--- config.mk ---
export PLATFORM = sky130hd
export DESIGN_NAME = ram_ctrl
export DESIGN_NICKNAME = d
export VERILOG_FILES = /design/src/rtl/ram_ctrl.sv
export SDC_FILE = /design/constraint.sdc
export NUM_CORES = 1
export LEC_CHECK = 0
export ABC_AREA = 1
export CAP_MARGIN = 20
export CORE_UTILIZATION = 52
export DETAILED_ROUTE_END_ITERATION = 10
export PLACE_DENSITY = 0.8
export SLEW_MARGIN = 25
export SYNTH_ARGS = -nofsm -noshare
export SYNTH_HDL_FRONTEND = slang
export SYNTH_SLANG_ARGS = --single-unit
--- constraint.sdc ---
create_clock -name i_clk -period 2.15 [get_ports i_clk]
set_input_delay 0.3225 -clock i_clk [delete_from_list [all_inputs] [get_ports i_clk]]
set_output_delay 0.3225 -clock i_clk [all_outputs]
set_load 0.01 [all_outputs]
--- src/rtl/ram_ctrl.sv ---
// Command sequencer for an 8-word single-port RAM: single-word write/read
// commands over valid/ready, plus a full-memory scan reporting sum and max.
module ram_ctrl #(
  parameter int DATA_W = 8,
  parameter int SIZE   = 8,
  parameter int ADDR_W = 3
) (
  input  logic                     i_clk,
  input  logic                     i_rst,
  input  logic                     i_cmd_valid,
  input  logic                     i_cmd_we,
  input  logic [ADDR_W-1:0]        i_cmd_addr,
  input  logic [DATA_W-1:0]        i_cmd_data,
  output logic                     o_cmd_ready,
  input  logic                     i_scan_start,
  output logic                     o_rsp_valid,
  output logic [DATA_W-1:0]        o_rsp_data,
  output logic                     o_scan_done,
  output logic [DATA_W+ADDR_W-1:0] o_scan_sum,
  output logic [DATA_W-1:0]        o_scan_max,
  output logic                     o_ram_write_en,
  output logic [ADDR_W-1:0]        o_ram_addr,
  output logic [DATA_W-1:0]        o_ram_write_data,
  input  logic [DATA_W-1:0]        i_ram_read_data
);

  localparam int SUM_W = DATA_W + ADDR_W;
  localparam logic [ADDR_W-1:0] LAST_ADDR = ADDR_W'(SIZE - 1);

  typedef enum logic [2:0] {
    S_IDLE, S_WRITE, S_READ, S_RCAP, S_SCAN, S_SDRAIN
  } state_e;

  state_e              state_q, state_d;
  logic                cmd_ready_q, cmd_ready_d;
  logic                rsp_valid_q, rsp_valid_d;
  logic [DATA_W-1:0]   rsp_data_q, rsp_data_d;
  logic                scan_done_q, scan_done_d;
  logic [SUM_W-1:0]    scan_sum_q, scan_sum_d;
  logic [DATA_W-1:0]   scan_max_q, scan_max_d;
  logic                ram_we_q, ram_we_d;
  logic [ADDR_W-1:0]   ram_addr_q, ram_addr_d;
  logic [DATA_W-1:0]   ram_wdata_q, ram_wdata_d;
  logic [SUM_W-1:0]    acc_sum_q, acc_sum_d;
  logic [DATA_W-1:0]   acc_max_q, acc_max_d;
  logic                dvld_q, dvld_d;

  logic [SUM_W-1:0]    sum_nxt;
  logic [DATA_W-1:0]   max_nxt;

  // RAM read data lags the presented address by one edge
  always_comb begin
    sum_nxt = acc_sum_q + SUM_W'(i_ram_read_data);
    max_nxt = (i_ram_read_data > acc_max_q) ? i_ram_read_data : acc_max_q;
  end

  always_comb begin
    state_d     = state_q;
    rsp_valid_d = 1'b0;
    rsp_data_d  = rsp_data_q;
    scan_done_d = 1'b0;
    scan_sum_d  = scan_sum_q;
    scan_max_d  = scan_max_q;
    ram_we_d    = 1'b0;
    ram_addr_d  = ram_addr_q;
    ram_wdata_d = ram_wdata_q;
    acc_sum_d   = acc_sum_q;
    acc_max_d   = acc_max_q;
    dvld_d      = 1'b0;
    case (state_q)
      S_IDLE: begin
        if (i_scan_start) begin
          state_d    = S_SCAN;
          ram_addr_d = '0;
          acc_sum_d  = '0;
          acc_max_d  = '0;
        end else if (i_cmd_valid && i_cmd_we) begin
          state_d     = S_WRITE;
          ram_we_d    = 1'b1;
          ram_addr_d  = i_cmd_addr;
          ram_wdata_d = i_cmd_data;
        end else if (i_cmd_valid) begin
          state_d    = S_READ;
          ram_addr_d = i_cmd_addr;
        end
      end
      S_WRITE: state_d = S_IDLE;
      S_READ:  state_d = S_RCAP;
      S_RCAP: begin
        rsp_data_d  = i_ram_read_data;
        rsp_valid_d = 1'b1;
        state_d     = S_IDLE;
      end
      S_SCAN: begin
        dvld_d = 1'b1;
        if (dvld_q) begin
          acc_sum_d = sum_nxt;
          acc_max_d = max_nxt;
        end
        if (ram_addr_q == LAST_ADDR) state_d = S_SDRAIN;
        else ram_addr_d = ram_addr_q + 1'b1;
      end
      S_SDRAIN: begin
        scan_sum_d  = sum_nxt;
        scan_max_d  = max_nxt;
        scan_done_d = 1'b1;
        state_d     = S_IDLE;
      end
      default: state_d = S_IDLE;
    endcase
    cmd_ready_d = (state_d == S_IDLE);
  end

  always_ff @(posedge i_clk or posedge i_rst) begin
    if (i_rst) begin
      state_q     <= S_IDLE;
      cmd_ready_q <= 1'b1;
      rsp_valid_q <= 1'b0;
      rsp_data_q  <= '0;
      scan_done_q <= 1'b0;
      scan_sum_q  <= '0;
      scan_max_q  <= '0;
      ram_we_q    <= 1'b0;
      ram_addr_q  <= '0;
      ram_wdata_q <= '0;
      acc_sum_q   <= '0;
      acc_max_q   <= '0;
      dvld_q      <= 1'b0;
    end else begin
      state_q     <= state_d;
      cmd_ready_q <= cmd_ready_d;
      rsp_valid_q <= rsp_valid_d;
      rsp_data_q  <= rsp_data_d;
      scan_done_q <= scan_done_d;
      scan_sum_q  <= scan_sum_d;
      scan_max_q  <= scan_max_d;
      ram_we_q    <= ram_we_d;
      ram_addr_q  <= ram_addr_d;
      ram_wdata_q <= ram_wdata_d;
      acc_sum_q   <= acc_sum_d;
      acc_max_q   <= acc_max_d;
      dvld_q      <= dvld_d;
    end
  end

  assign o_cmd_ready      = cmd_ready_q;
  assign o_rsp_valid      = rsp_valid_q;
  assign o_rsp_data       = rsp_data_q;
  assign o_scan_done      = scan_done_q;
  assign o_scan_sum       = scan_sum_q;
  assign o_scan_max       = scan_max_q;
  assign o_ram_write_en   = ram_we_q;
  assign o_ram_addr       = ram_addr_q;
  assign o_ram_write_data = ram_wdata_q;

endmodule

==> results of run 1 <==
==> routing by layer <==
metal,GRT usage,up-vias,part of all wire
li1,-,1468,-
met1,0.2955,1295,0.45
met2,0.3835,96,0.47
met3,0.06484,11,0.071
met4,0.08621,0,0.014
met5,0,-,0
==> final cells by class <==
type	instances	share of cell area
clock buffers	12	0.03590
clock inverters	3	0.009265
multi-input cells	293	0.3503
inverters	44	0.03995
repair buffers	72	0.1656
flip-flops and latches	65	0.3767
well taps	77	0.02229
==> metrics by stage <==
step | TNS (ps) | util | std cells | setup WS (ps) | power, W
3_3_place_gp | -235.1 | 0.6536 | 551 | -61.78 | 0.005405
2_1_floorplan | 0 | - | 408 | 202.7 | 0.004320
6_report | 0 | 0.6845 | 566 | 296.0 | 0.006497
3_5_place_dp | -366.4 | 0.6536 | 551 | -65.24 | 0.005499
5_1_grt | 0 | 0.6845 | 566 | 130.3 | 0.007089
4_1_cts | 0 | 0.6845 | 566 | 293.5 | 0.006549
==> worst min path at each step <==
stage                          endpoint  slack (ps)  cells after the start
CTS                 o_ram_write_data[0]         310                      2
floorplan           o_ram_write_data[0]         430                      2
finish              o_ram_write_data[1]         300                      2
global placement           acc_max_q[6]         460                      2
global route        o_ram_write_data[0]         340                      2
detailed placement  o_ram_write_data[2]         460                      2
==> flip-flops by register name, indices dropped and copies added, names as in the netlist, 3 cells and up <==
register and flops:
acc_max_q 8, o_scan_max 8, o_ram_write_data 8, o_ram_addr 3, acc_sum_q 11, o_scan_sum 11, o_rsp_data 8, state_q 3
==> kinds of logic (layout without fill, tap and decap cells) <==
family                   after synthesis  after routing
XOR/XNOR                               3              3
buffers and inverters                 50            131
flip-flops                            65             65
AND/OR/NAND/NOR                      234            234
AO/OA/AOI/OAI                         37             37
adder cells (fa/ha/maj)               19             19
==> worst max-delay path: stages <==
cell and delay [ps]:
clkdlybuf4s50_1 520, ha_1 380, nand2_1 80, nand2_1 50
nand2_1 50, nand2_1 50, nand2_1 70, nand2_2 50
nand2_1 210, nand2_1 120, nand3_1 100, nand2_1 60
==> placed cells by master (no fill, tap or decap), drive strengths merged, types with 2 or more instances in the layout <==
cell,netlist,final
nor2,15,15
nand2,158,158
nor3,3,3
clkinv,1,3
nand4,5,5
xor2,2,2
o21bai,2,2
nand3,51,51
dfrtp,64,64
ha,18,18
buf,6,7
clkdlybuf4s50,0,65
o21ai,26,26
a21oi,6,6
inv,43,43
clkbuf,0,12
a31oi,2,2
==> power groups by stage <==
stage / combinational, W / clock (W) / sequential (W)
after floorplan: 0.00203 / 0 / 0.00229
after global placement: 0.00325 / 0 / 0.00215
after detailed placement: 0.00333 / 0 / 0.00217
after CTS: 0.00334 / 0.00105 / 0.00216
final: 0.00332 / 0.00103 / 0.00215
after global routing: 0.00375 / 0.00110 / 0.00224
==> metrics.yaml, run 1 <==
min_period_ps: 1854
synth.cells.most_frequent: "nand2_1 (152), dfrtp_1 (64), nand3_1 (51)"
cts_tree: "done"
clkPwrFrac: 0.158
netlist_area_sq_mm: 0.003381
htree_levels: 3
crit_path_start: "i_ram_read_data[1]"
fin_skew_ps: 7.542
dp.final_hpwl_um: 5221
intPower_w: 0.003872
post_cts_buffers: 0
worstRegToRegCells: 8
dieArea_sq_mm: 0.006828
muxShareOfSynthArea: 0
num_io_pins: 66
syn_inst: 408
clk_latency_ps: 340
p_comb_frac: 0.510
clockRootBuffer: "clkbuf_8"
outcome: "finished clean"
rrSetupSlack_ps: 410
synthDistinctLibCells: 33
drt_first_pass_iters: 4
clkTransAtPathRegs_ps: 60
seq_area_sq_mm: 0.001628
endpoint_kind: "flop"
fp.dieH_um: 82.63
power_density_mw_per_mm2: 1503
worstPathMaxFanout: 8
synth_enable_flop_cells: 0
max_slew_margin: 0.5699
final_max_slew_viol_count: 0
route.detailed.drc: 0
drt_iter0_drc: 124
drv_cap: 0
grt_pass1_vias: 2618
endpoint: "o_scan_max[4]"
vias_per_cell: 5.071
cts.sinks: 65
cp.required_ps: 2380
cts_buffer_depth: 2
worst_slew_pin_slew_ps: 643.4
wl_um: 7123
async_flop_share: 1.000
gp_congestion: 0.8956
share_seq_of_total_power: 0.331
synth_top_area_cell: "dfrtp_1"
placed_cell_area_sq_mm: 0.004126
port_buffers: 65
rsz0062_at_grt: "false"
worstSetupStartpointType: "primary input"
yosys-top-cells-area: "dfrtp_1 (47%), nand2_1 (17%), nand3_1 (7.5%)"
synthXorXnorAreaFrac: 0.007772
finalSetupViolations: 0
initial_core_util: 0.5355
hold_violations: 0
multi_input_area_sq_mm: 0.001514
avgSynthCellArea_sq_um: 8.286
swShare: 0.4040
design_area_sq_mm: 0.004322
cts_buffers: 9
cts.repair.resized: 0
ys_ff_latch: 65
crit_arrival_ps: 2080
yosysTopAreaCellShare: 0.4737
synth_compound_area_frac: 0.06218
rr_endpoint: "acc_sum_q[8]"
vias: 2870
yosys.area_share.simple: 0.3053
antenna_found_initial: 0
synth-main-ff-cell: "dfrtp_1"
critPathKind: "primary input to flop"
n_antenna_cell: 0
peakVddDrop_uv: 846.2
nets: 528
rows: 29
fin_crit_sh: 0.8623
leakagePower_nw: 2.225
postRouteAntennaNets: 0
grt_max_degree: 47
synth_top_family_by_area: "simple AND/OR/NAND/NOR gates"
reg2reg_from: "acc_sum_q[0]"
fmax_ghz: 0.5394
wl_per_cell_um: 12.58
grt.total_usage: 0.2342
yosysSeqAreaShare: 0.4815
synth_fa_ha_area_frac: 0.07254
fp.dieW_um: 82.63
ys.warnings.count: 0
min_path_type: "primary input to async pin"
n_fill_cell: 519
p_sw_w: 0.002625
finalHoldWorstSlack_ps: 303.4
grt_pass1_wl_um: 11780
area_growth_pct: 27.83
drive_above_1_share: 0.08793
yosysMostFrequentCell: "nand2_1"
synth_nets: 451
core_region_area_sq_mm: 0.006314
cts_hold_buf: 0
grt-ovfl-total: 0
(Power assumes the default switching activity.)
==> inputs of run 2 (changes only) <==
Settings changed: ABC_AREA 1 to default, CORE_UTILIZATION 52 to 51, PLACE_DENSITY 0.8 to 0.79.
==> metrics.yaml, run 2 <==
cts_buffers: 9  # unchanged
layout_common_cells: "dfrtp_1 (64), clkdlybuf4s50_1 (62), nand2_1 (56)"
wl_per_cell_um: 15.81  # +26%
gp_congestion: 0.9051  # +1.1%
yosysSeqAreaShare: 0.4960  # +0.01450
fin_skew_ps: 6.812  # -0.7308 ps
final_max_slew_viol_count: 0  # unchanged
ys.warnings.count: 0  # unchanged
peakVddDrop_uv: 773.6  # -8.6%
min_path_type: "primary input to async pin"
multi_input_area_sq_mm: 0.001554  # +2.6%
dp.final_hpwl_um: 5779  # +11%
yosysTopAreaCellShare: 0.4880  # +0.01427
drive_above_1_share: 0.1694  # +0.08148
grt-ovfl-total: 0  # unchanged
synth_top_family_by_area: "compound AO/OA/AOI/OAI gates"
grt_pass1_wl_um: 13160  # +12%
vias: 2847  # -0.80%
cts_tree: "done"
reg2reg_from: "acc_sum_q[0]"
max_slew_margin: 0.5562  # -0.01365
n_fill_cell: 459  # -12%
wl_um: 7903  # +11%
synth_compound_area_frac: 0.2002  # +0.1380
crit_arrival_ps: 2300  # +220 ps
ys_ff_latch: 65  # unchanged
grt_pass1_vias: 2884  # +10%
yosysMostFrequentCell: "dfrtp_1"
drt_iter0_drc: 194  # +56%
power_w: 0.006162  # -5.2%
synthDistinctLibCells: 48  # +45%
synth_top_area_cell: "dfrtp_1"
port_buffers: 65  # unchanged
num_io_pins: 66  # unchanged
grt.total_usage: 0.2648  # +0.03058
rows: 28  # -3.4%
cp_cell_sequence: "ha_1 -> fa_1 -> a211oi_2 -> o21ai_1 -> a31oi_2 -> a21oi_1 -> o21ai_0"
cts_hold_buf: 0  # unchanged
grt_max_degree: 25  # -47%
max_stage_delay_ps: 440  # -80 ps
cts.sinks: 65  # unchanged
outcome: "finished clean"
post_cts_buffers: 0  # unchanged
worstRegToRegCells: 7  # -1
antenna_found_initial: 0  # unchanged
fin_crit_sh: 0.9530  # +0.09068
synthXorXnorAreaFrac: 0.01868  # +0.01091
crit_path_start: "acc_sum_q[0]"
cp_slowest_cell: "fa_1"
n_antenna_cell: 0  # unchanged
worstPathMaxFanout: 3  # -5
synth_enable_flop_cells: 0  # unchanged
rrSetupSlack_ps: 100  # -310 ps
fp.dieH_um: 82.22  # -0.50%
area_growth_pct: 35.42
drt_first_pass_iters: 4  # unchanged
critPathKind: "flop to flop"
route.detailed.drc: 0  # unchanged
fp.dieW_um: 82.22  # -0.50%
postRouteAntennaNets: 0  # unchanged
endpoint: "acc_sum_q[8]"
async_flop_share: 1.000  # unchanged
synth-main-ff-cell: "dfrtp_1"
clk_latency_ps: 340  # about the same
syn_inst: 324  # -21%
cts_buffer_depth: 2  # unchanged
netlist_area_sq_mm: 0.003282  # -2.9%
fmax_ghz: 0.4881  # -9.5%
seq_area_sq_mm: 0.001628  # unchanged
setup_ws_ps: 101.1  # -195.0 ps
clockRootBuffer: "clkbuf_8"
power_density_mw_per_mm2: 1387  # -7.8%
yosys-top-cells-area: "dfrtp_1 (49%), ha_1 (6.9%), nand2_1 (6.4%)"
crit_cells: 7  # -5
dieArea_sq_mm: 0.006760  # -0.99%
path_delay_family: "compound AO/OA/AOI/OAI gates"
cp.required_ps: 2400  # +20 ps
finalSetupViolations: 0  # unchanged
synth_fa_ha_area_frac: 0.07472  # +0.002185
drv_cap: 0  # unchanged
muxShareOfSynthArea: 0.02859  # +0.02859
rr_endpoint: "acc_sum_q[8]"
hold_violations: 0  # unchanged
final_common_cell: "dfrtp_1"
min_period_ps: 2049  # +195.0 ps
vias_per_cell: 5.694  # +12%
clkTransAtPathRegs_ps: 60  # about the same
core_region_area_sq_mm: 0.006061  # -4.0%
yosys.area_share.simple: 0.1407  # -0.1647
endpoint_kind: "flop"
synth_nets: 367  # -19%
worstSetupStartpointType: "flop"
nets: 463  # -12%
worst_slew_pin_slew_ps: 664.9  # +21.55 ps
rsz0062_at_grt: "false"
leakagePower_nw: 2.010  # -9.7%
dp_slack_ps: -503.3  # -438.1 ps
avgSynthCellArea_sq_um: 10.13  # +22%
initial_core_util: 0.5415  # +0.006021
worst-path-buf-inv: 0  # -1
synth.cells.most_frequent: "dfrtp_1 (64), nand2_1 (56), o211ai_1 (20)"
htree_levels: 3  # unchanged
[run 2: changes by cell type in the layout (fill, tap and decap cells not counted), moves of 4 or more]
cell and change:
inv_1 -23, buf_4 +25, mux2_2 +7, a31oi_1 +8, a21o_1 +4, o211ai_1 +20, nand2_1 -96, o21ai_0 -4
a21oi_1 +11, a32o_1 +9, nand3_1 -50, nor2b_1 +4
[run 2: kinds of logic (layout without fill, tap and decap cells)]
| kind of cell | Yosys count | count (layout) |
|---|---|---|
| compound gates | 97 | 97 |
| xor+xnor | 7 | 7 |
| buf+inv | 30 | 131 |
| simple gates | 98 | 98 |
| mux | 8 | 8 |
| flops | 65 | 65 |
| fa+ha+maj | 19 | 19 |
[run 2: how the worst min path moves through the flow]
| stage | end | slack, ps | cells after the start |
|---|---|---|---|
| 2_1_floorplan | o_ram_write_data[0] | 430 | 2 |
| 3_3_place_gp | o_ram_write_data[7] | 460 | 2 |
| 3_5_place_dp | o_scan_sum[0] | 460 | 2 |
| 4_1_cts | o_ram_write_data[2] | 340 | 2 |
| 5_1_grt | o_ram_write_data[2] | 350 | 2 |
| 6_report | o_ram_write_data[7] | 330 | 2 |
[run 2: power by group]
group          leakage [nW]  internal, W  switching, W
sequential            0.787      0.00171      0.000330
combinational          1.13      0.00159       0.00161
clock                0.0932     0.000476      0.000449
[run 2: repair_timing]
| item | 4_1_cts | 5_1_grt |
|---|---|---|
| endpoints found under the setup margin | 13 | 25 |
| gates resized for setup | 3 | 7 |
| pin swaps | 0 | 3 |
[run 2: worst register-to-register path, cell delays in order, from the launching register on]
cell	delay, ps
dfrtp_1	390
ha_1	210
fa_1	440
a211oi_2	270
o21ai_1	160
a31oi_2	210
a21oi_1	100
o21ai_0	180
[run 2: metal layers]
layer	GRT usage	vias to the layer above	wire, um
li1	-	1364	-
met5	0	-	0
met1	0.3201	1363	3323
met2	0.4364	101	3936
met3	0.08242	19	465
met4	0.1105	0	178
[run 2: layout make-up]
| class | count | share of cell area |
|---|---|---|
| flip-flops and latches | 65 | 0.3663 |
| multi-input cells | 229 | 0.3497 |
| repair buffers | 98 | 0.2095 |
| clock buffers | 13 | 0.03575 |
| well taps | 75 | 0.02111 |
| inverters | 17 | 0.01436 |
| clock inverters | 3 | 0.003378 |
[run 2: per-stage QoR]
step / hold WS [ps] / util / setup TNS [ps] / instances / instance area (sq um)
3_3_place_gp: 456.7 / 0.6976 / -7649 / 484 / 4228
6_report: 329.8 / 0.7333 / 0 / 500 / 4444
3_5_place_dp: 461.8 / 0.6976 / -8883 / 484 / 4228
5_1_grt: 354.6 / 0.7333 / 0 / 500 / 4444
4_1_cts: 336.3 / 0.7287 / -27.64 / 500 / 4417
2_1_floorplan: 427.9 / - / 0 / 324 / 3282
==> inputs of run 3 (changes only) <==
Settings changed: SKIP_CTS_REPAIR_TIMING from default to 1.
==> metrics.yaml, run 3 (synthesis results as in run 2) <==
dieArea_sq_mm: 0.006760  # unchanged
worst_slew_pin_slew_ps: 661.5  # -3.493 ps
final_cells: 501  # +0.20%
crit_arrival_ps: 2360  # +60 ps
drv_cap: 0  # unchanged
num_io_pins: 66  # unchanged
grtUsageMet2: 0.4339  # -0.002479
dp.final_hpwl_um: 5779  # unchanged
power_density_mw_per_mm2: 1394  # +0.51%
area_growth_pct: 35.65
fin_crit_sh: 0.9686  # +0.01562
final_common_cell: "dfrtp_1"
worst-path-buf-inv: 1  # +1
initial_core_util: 0.5415  # unchanged
drt_first_pass_iters: 4  # unchanged
port_buffers: 65  # unchanged
cp_cell_sequence: "clkdlybuf4s50_1 -> ha_1 -> nand4_1 -> or2_4 -> a41o_1 -> nor2_4 -> a32o_1"
cts_buffers: 9  # unchanged
fmax_ghz: 0.4802  # -1.6%
clkTransAtPathRegs_ps: 70  # about the same
grt_pass1_wl_um: 13070  # -0.68%
cts_buffer_depth: 2  # unchanged
leakagePower_nw: 2.012  # +0.10%
clk_latency_ps: 350  # about the same
grt_max_degree: 25  # unchanged
setup_ws_ps: 67.49  # -33.58 ps
drt_iter0_drc: 171  # -12%
busiest_layer: "met2"
cts_tree: "done"
min_period_ps: 2083  # +33.58 ps
worstSetupStartpointType: "primary input"
grt-ovfl-total: 0  # unchanged
min_path_type: "primary input to async pin"
rsz0062_at_grt: "true"
worstPathMaxFanout: 8  # +5
grt.total_usage: 0.2631  # -0.001658
drive_above_1_share: 0.1761  # +0.006645
max_slew_margin: 0.5585  # +0.002331
fp.dieH_um: 82.22  # unchanged
setup-tns-final_ps: 0  # unchanged
grtUsageMet3: 0.08132  # -0.001099
layout_common_cells: "dfrtp_1 (64), clkdlybuf4s50_1 (63), nand2_1 (56)"
nets: 464  # +0.22%
core_region_area_sq_mm: 0.006061  # unchanged
critPathKind: "primary input to flop"
postRouteAntennaNets: 0  # unchanged
use_met1: 0.3173  # -0.002833
antenna_found_initial: 0  # unchanged
path_delay_family: "simple AND/OR/NAND/NOR gates"
fp.dieW_um: 82.22  # unchanged
final_max_slew_viol_count: 0  # unchanged
vias_per_cell: 5.707  # +0.22%
rows: 28  # unchanged
route.detailed.drc: 0  # unchanged
cp_slowest_cell: "clkdlybuf4s50_1"
cts.sinks: 65  # unchanged
wl_um: 7814  # -1.1%
vias: 2859  # +0.42%
peakVddDrop_uv: 774.6  # +0.13%
endpoint_kind: "flop"
n_antenna_cell: 0  # unchanged
outcome: "finished clean"
clockRootBuffer: "clkbuf_8"
dp_slack_ps: -503.3  # unchanged
placed_cells: 484  # unchanged
finalSetupViolations: 0  # unchanged
hold_violations: 0  # unchanged
grt_pass1_vias: 2888  # +0.14%
power_w: 0.006204  # +0.68%
cp.required_ps: 2430  # +30 ps
fin_skew_ps: 8.494  # +1.683 ps
gp_congestion: 0.9051  # unchanged
wl_per_cell_um: 15.60  # -1.3%
finalHoldWorstSlack_ps: 327.7  # -2.042 ps
htree_levels: 3  # unchanged
n_fill_cell: 461  # +0.44%
max_stage_delay_ps: 530  # +90 ps
run 3: cell count changes in the layout (fill, tap and decap cells not counted), sizes merged:
cell           previous run  this run
clkdlybuf4s50            62        63
dlymetal6s2s              3         2
buf                      33        34
run 3: layer usage:
layer	part of all wire	vias to the layer above
met5	0	-
met4	0.022	0
met3	0.062	17
met2	0.49	115
met1	0.42	1360
li1	-	1367
run 3: worst paths after layout:
| kind | start | to | slack [ps] | cells after the start |
|---|---|---|---|---|
| worst max-delay path | i_ram_read_data[3] | acc_max_q[1] | 70 | 7 |
| min in group i_clk | i_ram_read_data[0] | o_scan_sum[0] | 440 | 4 |
| max in group asynchronous | i_rst | o_scan_max[4] | 1330 | 3 |
| worst max register to register | acc_sum_q[0] | acc_sum_q[8] | 160 | 7 |
| worst min-delay path | i_rst | o_ram_write_data[4] | 330 | 2 |
| worst min register to register | o_scan_sum[0] | o_scan_sum[0] | 480 | 2 |
run 3: where the power goes:
| part | internal, W | leakage, nW | switching (W) | total (W) |
|---|---|---|---|---|
| Sequential | 0.00171 | 0.787 | 0.000329 | 0.00204 |
| Combinational | 0.00161 | 1.13 | 0.00163 | 0.00323 |
| Clock | 0.000476 | 0.0932 | 0.000451 | 0.000927 |
run 3: metrics by stage:
step | cell area, sq um | util
6_report | 4452 | 0.7345
5_1_grt | 4452 | 0.7345
4_1_cts | 4402 | 0.7263
3_5_place_dp | 4228 | 0.6976
3_3_place_gp | 4228 | 0.6976
2_1_floorplan | 3282 | -
run 3: layout make-up:
class	instances	area, sq um	share of cell area
clock inverters	3	15.01	0.003373
flip-flops and latches	65	1628	0.3657
repair buffers	99	935.9	0.2102
multi-input cells	229	1556	0.3496
inverters	17	63.81	0.01433
well taps	75	93.84	0.02108
clock buffers	13	158.9	0.03569
